==> config.mk <==
export PLATFORM = sky130hd
export DESIGN_NAME = axistream_pack
export DESIGN_NICKNAME = d
export VERILOG_FILES = /design/src/rtl/axistream_pack.sv
export SDC_FILE = /design/constraint.sdc
export NUM_CORES = 1
export LEC_CHECK = 0
export BUFFER_PORTS_ARGS = -buffer_cell sky130_fd_sc_hd__clkbuf_2
export CAP_MARGIN = 10
export CELL_PAD_IN_SITES_DETAIL_PLACEMENT = 1
export CELL_PAD_IN_SITES_GLOBAL_PLACEMENT = 1
export CORE_UTILIZATION = 47
export CTS_CLUSTER_SIZE = 10
export DETAILED_ROUTE_END_ITERATION = 8
export GPL_TIMING_DRIVEN = 0
export PLACE_DENSITY = 0.89
export SYNTH_ARGS = -nofsm -noshare
export SYNTH_HDL_FRONTEND = slang
export SYNTH_SLANG_ARGS = --single-unit
==> constraint.sdc <==
create_clock -name clk -period 4.7 [get_ports clk]
set_clock_uncertainty 0.05 [all_clocks]
set_input_delay 0.47 -clock clk [delete_from_list [all_inputs] [get_ports clk]]
set_output_delay 0.47 -clock clk [all_outputs]
set_load 0.05 [all_outputs]
==> src/rtl/axistream_pack.sv <==
// axistream_pack: gathers NUM_PACK narrow AXI-Stream words into one wide word.
// An early src_tlast flushes a zero-padded partial word; dest_tcount gives lanes.
module axistream_pack #(
   parameter int DATA_WIDTH = 8,
   parameter int NUM_PACK   = 4,
   parameter bit BIG_ENDIAN = 1'b0
) (
   input  logic                               clk,
   input  logic                               rst,
   input  logic                               src_tvalid,
   output logic                               src_tready,
   input  logic [DATA_WIDTH-1:0]              src_tdata,
   input  logic                               src_tlast,
   output logic                               dest_tvalid,
   input  logic                               dest_tready,
   output logic [DATA_WIDTH*NUM_PACK-1:0]     dest_tdata,
   output logic                               dest_tlast,
   output logic [$clog2(NUM_PACK+1)-1:0]      dest_tcount
);

   localparam int CW = $clog2(NUM_PACK);
   localparam int TW = $clog2(NUM_PACK + 1);
   localparam int WW = DATA_WIDTH * NUM_PACK;

   logic [CW-1:0] cnt;
   logic [CW-1:0] lane;
   logic [WW-1:0] acc;
   logic [WW-1:0] merged;
   logic          accept;
   logic          complete;

   // A new narrow word may enter whenever the output slot is free or draining.
   assign src_tready = !rst && (!dest_tvalid || dest_tready);
   assign accept     = src_tvalid && src_tready;
   assign complete   = accept && ((cnt == CW'(NUM_PACK - 1)) || src_tlast);
   assign lane       = BIG_ENDIAN ? (CW'(NUM_PACK - 1) - cnt) : cnt;

   // Accumulator with the incoming word dropped into its lane.
   always_comb begin
      merged = acc;
      for (int i = 0; i < NUM_PACK; i++) begin
         if (lane == CW'(i)) begin
            merged[i*DATA_WIDTH +: DATA_WIDTH] = src_tdata;
         end
      end
   end

   // Lane counter, accumulator and output register.
   always_ff @(posedge clk) begin
      if (rst) begin
         cnt         <= '0;
         acc         <= '0;
         dest_tvalid <= 1'b0;
         dest_tlast  <= 1'b0;
         dest_tcount <= '0;
         dest_tdata  <= '0;
      end else if (complete) begin
         dest_tdata  <= merged;
         dest_tcount <= TW'(cnt) + TW'(1);
         dest_tlast  <= src_tlast;
         dest_tvalid <= 1'b1;
         acc         <= '0;
         cnt         <= '0;
      end else begin
         if (accept) begin
            acc <= merged;
            cnt <= cnt + CW'(1);
         end
         if (dest_tvalid && dest_tready) begin
            dest_tvalid <= 1'b0;
         end
      end
   end

endmodule

==> results of run 1 <==
routing by layer:
metal / up-vias / routed length [um] / track usage
li1: 1322 / - / -
met1: 1411 / 4175 / 0.3425
met2: 77 / 4510 / 0.4466
met3: 29 / 346 / 0.03810
met4: 0 / 271 / 0.1136
met5: - / 0 / 0
layout by cell type, fill, tap and decap left out, types with 2 or more instances in the layout:
cell type | netlist | layout
dfxtp_1 | 71 | 71
clkbuf_2 | 0 | 42
o31ai_1 | 33 | 33
nand4_1 | 32 | 32
mux2i_1 | 32 | 32
a21oi_2 | 30 | 30
clkbuf_1 | 16 | 16
o2bb2ai_1 | 16 | 16
buf_2 | 11 | 11
buf_1 | 11 | 11
o2bb2ai_2 | 10 | 10
clkbuf_8 | 0 | 10
inv_1 | 7 | 7
a21oi_1 | 6 | 6
a31oi_1 | 6 | 6
a211oi_1 | 6 | 6
buf_6 | 5 | 5
ha_1 | 4 | 4
clkinv_2 | 0 | 4
nand3_1 | 3 | 3
buf_12 | 3 | 3
nor2b_1 | 2 | 2
nand2b_1 | 2 | 2
a22o_1 | 2 | 2
o21ai_0 | 2 | 2
how the worst min path moves through the flow:
stage	from	endpoint	slack [ps]	cells after the start
2_1_floorplan	acc[0]$_SDFFE_PP0P_	acc[0]$_SDFFE_PP0P_	400	2
3_3_place_gp	dest_tlast$_SDFFE_PP0P_	dest_tlast$_SDFFE_PP0P_	400	1
3_5_place_dp	dest_tdata[19]$_SDFFE_PP0P_	dest_tdata[19]$_SDFFE_PP0P_	400	1
4_1_cts	src_tlast	dest_tlast$_SDFFE_PP0P_	370	2
5_1_grt	src_tlast	dest_tlast$_SDFFE_PP0P_	400	2
6_report	src_tlast	dest_tlast$_SDFFE_PP0P_	370	2
critical path, stage by stage, from the launching register on:
cell and delay, ps:
dfxtp_1 350, nor2b_1 140, clkbuf_1 410, nor2_1 120, clkbuf_2 260
flip-flops by register name, summed over array words and instances (netlist names):
register     count
dest_tdata      32
acc             32
dest_tvalid      1
cnt              2
dest_tlast       1
dest_tcount      3
power breakdown:
part,internal (mW),switching [mW]
clock network,0.203,0.236
logic,0.0440,0.112
registers,0.612,0.00637
total,0.859,0.354
area by class of cell:
type                            count  share of cell area
Clock buffer                       10             0.03582
Sequential cell                    71              0.3699
Multi-Input combinational cell    193              0.4210
Timing Repair Buffer               42             0.05471
Tap cell                           96             0.03126
Clock inverter                      6            0.009443
Buffer                             46             0.07099
Inverter                            7            0.006838
logic make-up (layout without fill, tap and decap cells):
logic type / after synthesis / after routing / share of synthesized area
compound gates: 114 / 114 / 0.2939
flops: 71 / 71 / 0.4258
buf+inv: 53 / 111 / 0.08958
simple gates: 43 / 43 / 0.07983
mux: 32 / 32 / 0.09595
fa+ha+maj: 4 / 4 / 0.01499
==> run summary, run 1 <==
FF-to-FF End = dest_tdata[23]$_SDFFE_PP0P_
Die width = 86.28 um
Area of the multi-input gates = 0.001618 mm2
Std cell rows = 30
Largest net degree at the start of global routing = 13
Mean post-synth cell area = 10.53 um2
Tmin final = 2127 ps
Flops & latches, synth = 71
RSZ-0062 raised after global routing = false
List of most frequent post-synthesis cells = 71 x dfxtp_1, 33 x o31ai_1, 32 x mux2i_1, 32 x nand4_1, 30 x a21oi_2
Main synth FF type = dfxtp_1
Critical path endpoint = src_tready
WHS = 368.0 ps
Netlist cell types = 29
H-Tree Depth = 3
Sequential Area = 0.001421 mm2
Slew @ Worst Pin = 552.2 ps
Post-Place Cells = 455
Total CTS buffers = 9
Initial core utilization = 0.4886
Final WS setup = 2573 ps
Filler cell count = 790
Vias in the first global route = 2,977
DP Worst Slack = 2747 ps
First-pass GRT wire length = 15,320 um
Post-synth top area cell = dfxtp_1
Setup repair bufs after CTS = 0
Number of synthesized flops with an enable pin = 0
Placed Area = 0.003669 mm2
Total wire length = 9303 um
Antenna violations before repair = 0
Top post-synthesis cells by area = dfxtp_1 43%, mux2i_1 9.6%, a21oi_2 7.9%, o31ai_1 7.4%, nand4_1 6.0%
Reg clk slew, reported paths = 70 ps
Fin util = 0.5625
R2R Setup Slk = 2780 ps
Setup tns final = 0 ps
Asr flop ratio synth = 0
Power per cell area = 315.8 mW/mm2
Clock Latency Late Sink = 350 ps
DRC = 0
Ports = 51
Share of layout cells above drive strength 1 = 0.3173
Power, Total = 1.213 mW
CTS tree = done
ANT cells = 0
Total grt overflow = 0
Worst Path Arrival = 1610 ps
Design area = 0.003842 mm2
Syn nets = 334
Core Area = 0.006832 mm2
Non-filler cells in the finished layout = 471
Peak supply drop = 0.1312 mV
Mapped Area = 0.003338 mm2
Synth top area share = 0.4258
Max Transition Viols Final = 0
DRT iter0 DRCs = 115
HP Class = in2reg
Max Fclk = 0.4701 GHz
Reg2Reg Depth = 8
Yosys warning count = 0
Max-cap violations = 0
I/O Buffers = 42
Crit Path Max Fanout = 9
Crit end category = primary output
Nets = 387
Path type of the worst setup path = reg2out
Crit. Startpoint = dest_tvalid$_SDFFE_PP0P_
Normalized max-slew margin = 0.6319
Die area = 0.007443 mm2
Drt via density = 6.028
Required time of the critical path = 4180 ps
Fin. Hold Viols = 0
Worst Setup Start Kind = register
Seq/Total Area, Yosys = 0.4258
Wire length per cell = 19.75 um
Final Setup Violations = 0
CTS sink cnt = 71
Crit Reg-Reg Startpoint = cnt[0]$_SDFFE_PP0P_
Post-CTS Hold Buffers = 0
Top-count cell post-synth = dfxtp_1
Area grow syn2layout = 15.11%
GRT Total Usage = 0.2662
Leakage = 1.314 nW
Root buf cell = clkbuf_8
Final worst-path cycle share = 0.4526
Post-route ant nets = 0
GPL Wtd Cong = 0.7657
Post-Syn Instances = 317
DP HPWL = 6375 um
Height of the chip = 86.28 um
Longest Clk Path Bufs = 2
Via Count = 2,839
Status = finished clean
Cts repair resizes = 0
Pre-Repair DR Iteration Count = 4
Power figures use the tool's default switching activity.
==> inputs of run 2 (changes only) <==
CORE_UTILIZATION = 44   (was 47)
PLACE_DENSITY = 0.85   (was 0.89)
clock period = 2.05 ns   (was 4.7 ns; I/O delays follow)
==> run 2 against run 1 <==
Net effect: register-to-register slack got worse by 2700 ps; clock power increased by 110%; core utilization decreased by 3.8 points; cell count unchanged; critical path type is now reg2reg; sequential power increased by 130%; first-iteration DRC count rose by 29%; flip-flop and latch count is the same; count of clock-buffer cells in the layout increased by 1; die area increased by 6.7%.
==> run summary, run 2 (same netlist as run 1, synthesis figures left out) <==
Status = finished clean
Reg2Reg Depth = 6
Via Count = 2,775
Sw Share = 0.2781
Normalized max-slew margin = 0.6258
Crit Path Max Fanout = 10
GRT Total Usage = 0.2485
Largest net degree at the start of global routing = 11
Initial core utilization = 0.4578
Fin. Hold Viols = 0
Post-CTS Hold Buffers = 0
Clock Latency Late Sink = 350 ps
Final worst-path cycle share = 0.9375
Post-route ant nets = 0
Height of the chip = 89.10 um
WHS Path Cells = 2
FF-to-FF End = dest_tdata[3]$_SDFFE_PP0P_
Clock power frac = 0.345
Worst Path Arrival = 2110 ps
DP HPWL = 6174 um
Design area = 0.003825 mm2
Total CTS buffers = 9
Share of layout cells above drive strength 1 = 0.3118
Ports = 51
Longest Clk Path Bufs = 2
Worst Setup Start Kind = register
Area grow syn2layout = 14.58%
RSZ-0062 raised after global routing = false
Crit Reg-Reg Startpoint = cnt[0]$_SDFFE_PP0P_
Leakage = 1.306 nW
Antenna violations before repair = 0
H-Tree Depth = 3
Worst hold path startpoint = src_tlast
Non-filler cells in the finished layout = 471
Worst Hold Path EP = dest_tlast$_SDFFE_PP0P_
Nets = 387
CTS sink cnt = 71
Pre-Repair DR Iteration Count = 4
Max Fclk = 0.5203 GHz
Max-cap violations = 0
HP Class = in2reg
Die area = 0.007939 mm2
Part of the power in registers = 0.524
Wire length per cell = 19.20 um
ANT cells = 0
Core Area = 0.007292 mm2
Largest registers = acc: 32 flops, dest_tdata: 32 flops, dest_tcount: 3 flops
Required time of the critical path = 2240 ps
Tmin final = 1922 ps
Peak supply drop = 0.2886 mV
CTS tree = done
Commonest non-fill, non-tap cells in the layout = 71 x dfxtp_1, 43 x clkbuf_2, 33 x o31ai_1, 32 x nand4_1, 32 x mux2i_1
DRT iter0 DRCs = 148
GPL Wtd Cong = 0.8152
Reg clk slew, reported paths = 70 ps
Filler cell count = 851
Power, Total = 2.706 mW
Final Setup Violations = 0
Setup tns final = 0 ps
Max Transition Viols Final = 0
Std cell rows = 31
Path type of the worst setup path = reg2reg
Crit end category = register
Total wire length = 9041 um
R2R Setup Slk = 130 ps
Most common cell after layout, fill and taps aside = dfxtp_1
First-pass GRT wire length = 14,610 um
Combinational Power Share = 0.131
Post-Place Cells = 458
Drt via density = 5.892
Fin util = 0.5245
Total grt overflow = 0
Die width = 89.10 um
Placed Area = 0.003672 mm2
Slew @ Worst Pin = 561.3 ps
DRC = 0
Sw power = 0.7525 mW
Power Internal = 1.953 mW
Setup repair bufs after CTS = 0
Root buf cell = clkbuf_8
Power per cell area = 707.4 mW/mm2
I/O Buffers = 42
Vias in the first global route = 2,771
## run 2: cell count changes in the layout (fill, tap and decap cells not counted), sizes merged
cell / before / now
clkbuf: 68 / 69
clkinv: 5 / 2
clkinvlp: 1 / 0
## run 2: area by class of cell
class / instances / area [um2] / share of cell area
timing repair buffer: 42 / 210.2 / 0.05496
buffer: 46 / 274.0 / 0.07164
inverter: 7 / 26.28 / 0.006869
multi-input combinational: 193 / 1618 / 0.4230
clock inverter: 2 / 10.01 / 0.002617
tap: 99 / 123.9 / 0.03238
clock buffer: 11 / 141.4 / 0.03696
sequential: 71 / 1421 / 0.3716
## run 2: worst max-delay path: stages (launching register included)
cell and delay (ps):
dfxtp_1 350, inv_1 170, ha_1 170, buf_2 240, clkbuf_1 430, mux2i_1 300, o2bb2ai_1 100
## run 2: per-stage QoR
step / setup WS [ps] / hold slack, ps
3_3_place_gp: 180.3 / 396.2
4_1_cts: 73.25 / 92.25
2_1_floorplan: 148.1 / 309.2
6_report: 128.1 / 89.29
5_1_grt: 27.80 / 102.2
3_5_place_dp: 140.0 / 397.7
## run 2: power by group through the flow
stage                     sequential (mW)  clock, mW  combinational, mW
after floorplan                      1.50          0              0.205
after global placement               1.45          0              0.345
after detailed placement             1.45          0              0.351
after CTS                            1.42      0.950              0.354
after global routing                 1.42       1.02              0.378
final                                1.42      0.934              0.354
## run 2: worst max-delay path by stage
stage	from	endpoint	depth (start not counted)
after CTS	cnt[0]$_SDFFE_PP0P_	dest_tdata[23]$_SDFFE_PP0P_	6
after detailed placement	cnt[0]$_SDFFE_PP0P_	dest_tdata[29]$_SDFFE_PP0P_	7
after global routing	cnt[0]$_SDFFE_PP0P_	dest_tdata[28]$_SDFFE_PP0P_	7
after floorplan	dest_tvalid$_SDFFE_PP0P_	dest_tlast$_SDFFE_PP0P_	4
final	cnt[0]$_SDFFE_PP0P_	dest_tdata[3]$_SDFFE_PP0P_	6
after global placement	cnt[0]$_SDFFE_PP0P_	dest_tdata[23]$_SDFFE_PP0P_	6
## run 2: timing repair
action                     CTS  global route
setup endpoints to repair    0             2
hold endpoints to repair     0             0
gates resized for setup      0             2
## run 2: layer usage
| metal | GRT usage | up-vias | part of all wire | wire (um) |
|---|---|---|---|---|
| met4 | 0.1299 | 0 | 0.027 | 246 |
| met3 | 0.04155 | 18 | 0.037 | 336 |
| li1 | - | 1314 | - | - |
| met2 | 0.4032 | 63 | 0.49 | 4414 |
| met5 | 0 | - | 0 | 0 |
| met1 | 0.3181 | 1380 | 0.45 | 4044 |
==> inputs of run 3 (changes only) <==
CAP_MARGIN = 20   (was 10)
HOLD_SLACK_MARGIN = 0.08   (was default)
RECOVER_POWER = 25   (was default)
==> run 3 against run 2 <==
Net effect: count of clock-buffer cells in the layout unchanged; worst setup slack worse by 12 ps; routed wire length up 0.17%; sequential power about the same; critical path depth unchanged; die area unchanged; cell count unchanged; fmax down 0.62%; largest cell class unchanged.
==> run summary, run 3 (same netlist as run 1, synthesis figures left out) <==
Status = finished clean
Via Count = 2,795
First-pass GRT wire length = 14,610 um
Crit-path cells = inv_1, ha_1, buf_2, clkbuf_1, mux2i_1, o2bb2ai_1
Sequential Area = 0.001421 mm2
DP HPWL = 6174 um
Required time of the critical path = 2230 ps
Largest registers = acc: 32 flops, dest_tdata: 32 flops, dest_tcount: 3 flops
Reg clk slew, reported paths = 70 ps
Final Setup Violations = 0
FF-to-FF End = dest_tdata[3]$_SDFFE_PP0P_
Slew @ Worst Pin = 614.8 ps
Die width = 89.10 um
Root buf cell = clkbuf_8
Placed Area = 0.003672 mm2
Crit path buf inv count = 3
Normalized max-slew margin = 0.5919
ANT cells = 0
Peak supply drop = 0.2868 mV
Longest Clk Path Bufs = 2
Setup tns final = 0 ps
Worst Hold Path EP = dest_tlast$_SDFFE_PP0P_
Max stage delay on crit path = 430 ps
Total grt overflow = 0
Wire length per cell = 19.23 um
Largest net degree at the start of global routing = 11
H-Tree Depth = 3
R2R Setup Slk = 120 ps
Path type of the worst setup path = reg2reg
Share of layout cells above drive strength 1 = 0.2392
Power per cell area = 710.2 mW/mm2
Total wire length = 9056 um
WHS Path Cells = 2
GRT Total Usage = 0.2485
Commonest non-fill, non-tap cells in the layout = 71 x dfxtp_1, 43 x clkbuf_1, 33 x o31ai_1, 32 x nand4_1, 32 x mux2i_1
Core Area = 0.007292 mm2
CTS tree = done
Post-route ant nets = 0
Worst Path Arrival = 2110 ps
Most common cell after layout, fill and taps aside = dfxtp_1
Leakage = 1.214 nW
Crit end category = register
Worst Setup Start Kind = register
Height of the chip = 89.10 um
Drt via density = 5.934
GPL Wtd Cong = 0.8152
Max-cap violations = 0
I/O Buffers = 42
DRT iter0 DRCs = 138
Fin. Hold Viols = 0
CTS sink cnt = 71
Vias in the first global route = 2,771
RSZ-0062 raised after global routing = false
Area of the multi-input gates = 0.001618 mm2
Tmin final = 1934 ps
Top delay family on crit path = buffers and inverters
Ports = 51
Max Fclk = 0.5171 GHz
Reg2Reg Depth = 6
Levels on crit path = 6
Pre-Repair DR Iteration Count = 4
Clock Latency Late Sink = 340 ps
CP max-delay cell = clkbuf_1
Area grow syn2layout = 13.57%
Worst hold path startpoint = src_tlast
Antenna violations before repair = 0
Std cell rows = 31
Crit Path Max Fanout = 10
DRC = 0
Crit Reg-Reg Startpoint = cnt[0]$_SDFFE_PP0P_
Die area = 0.007939 mm2
Nets = 387
Setup repair bufs after CTS = 0
Total CTS buffers = 9
HP Class = in2reg
Fin util = 0.5199
Initial core utilization = 0.4578
Final worst-path cycle share = 0.9434
Filler cell count = 861
Design area = 0.003791 mm2
Max Transition Viols Final = 0
run 3: where the power goes:
part / internal, mW / switching, mW
registers: 1.40 / 0.0139
logic: 0.0979 / 0.253
clock network: 0.448 / 0.475
run 3: per-layer routing:
metal / up-vias / wire length, um / GRT usage
li1: 1315 / - / -
met1: 1410 / 4136 / 0.3181
met2: 54 / 4429 / 0.4032
met3: 16 / 272 / 0.04155
met4: 0 / 218 / 0.1299
met5: - / 0 / 0
run 3: worst max path at each step:
stage	to	slack, ps	from
6_report	dest_tdata[3]$_SDFFE_PP0P_	120	cnt[0]$_SDFFE_PP0P_
5_1_grt	dest_tdata[28]$_SDFFE_PP0P_	30	cnt[0]$_SDFFE_PP0P_
4_1_cts	dest_tdata[23]$_SDFFE_PP0P_	70	cnt[0]$_SDFFE_PP0P_
3_5_place_dp	dest_tdata[29]$_SDFFE_PP0P_	140	cnt[0]$_SDFFE_PP0P_
3_3_place_gp	dest_tdata[23]$_SDFFE_PP0P_	180	cnt[0]$_SDFFE_PP0P_
2_1_floorplan	dest_tlast$_SDFFE_PP0P_	150	dest_tvalid$_SDFFE_PP0P_
run 3: what timing repair did:
item / 4_1_cts / 5_1_grt
endpoints found under the setup margin: 0 / 2
resized for setup: 0 / 2
hold buffers: 0 / 0
run 3: cell type report:
cell class,instances,share of cell area
Timing Repair Buffer,42,0.04653
Multi-Input combinational cell,193,0.4267
Clock buffer,11,0.03729
Tap cell,99,0.03267
Sequential cell,71,0.3749
Inverter,7,0.006931
Buffer,46,0.07228
Clock inverter,2,0.002640
run 3: stage by stage:
step | cells | setup slack [ps] | hold WS [ps] | total power [mW]
after global routing | 471 | 27.80 | 102.2 | 2.813
final | 471 | 116.1 | 101.8 | 2.693
after floorplan | 317 | 148.1 | 309.2 | 1.708
after global placement | 458 | 180.3 | 396.2 | 1.793
after detailed placement | 458 | 140.0 | 397.7 | 1.800
after CTS | 471 | 73.25 | 92.25 | 2.722
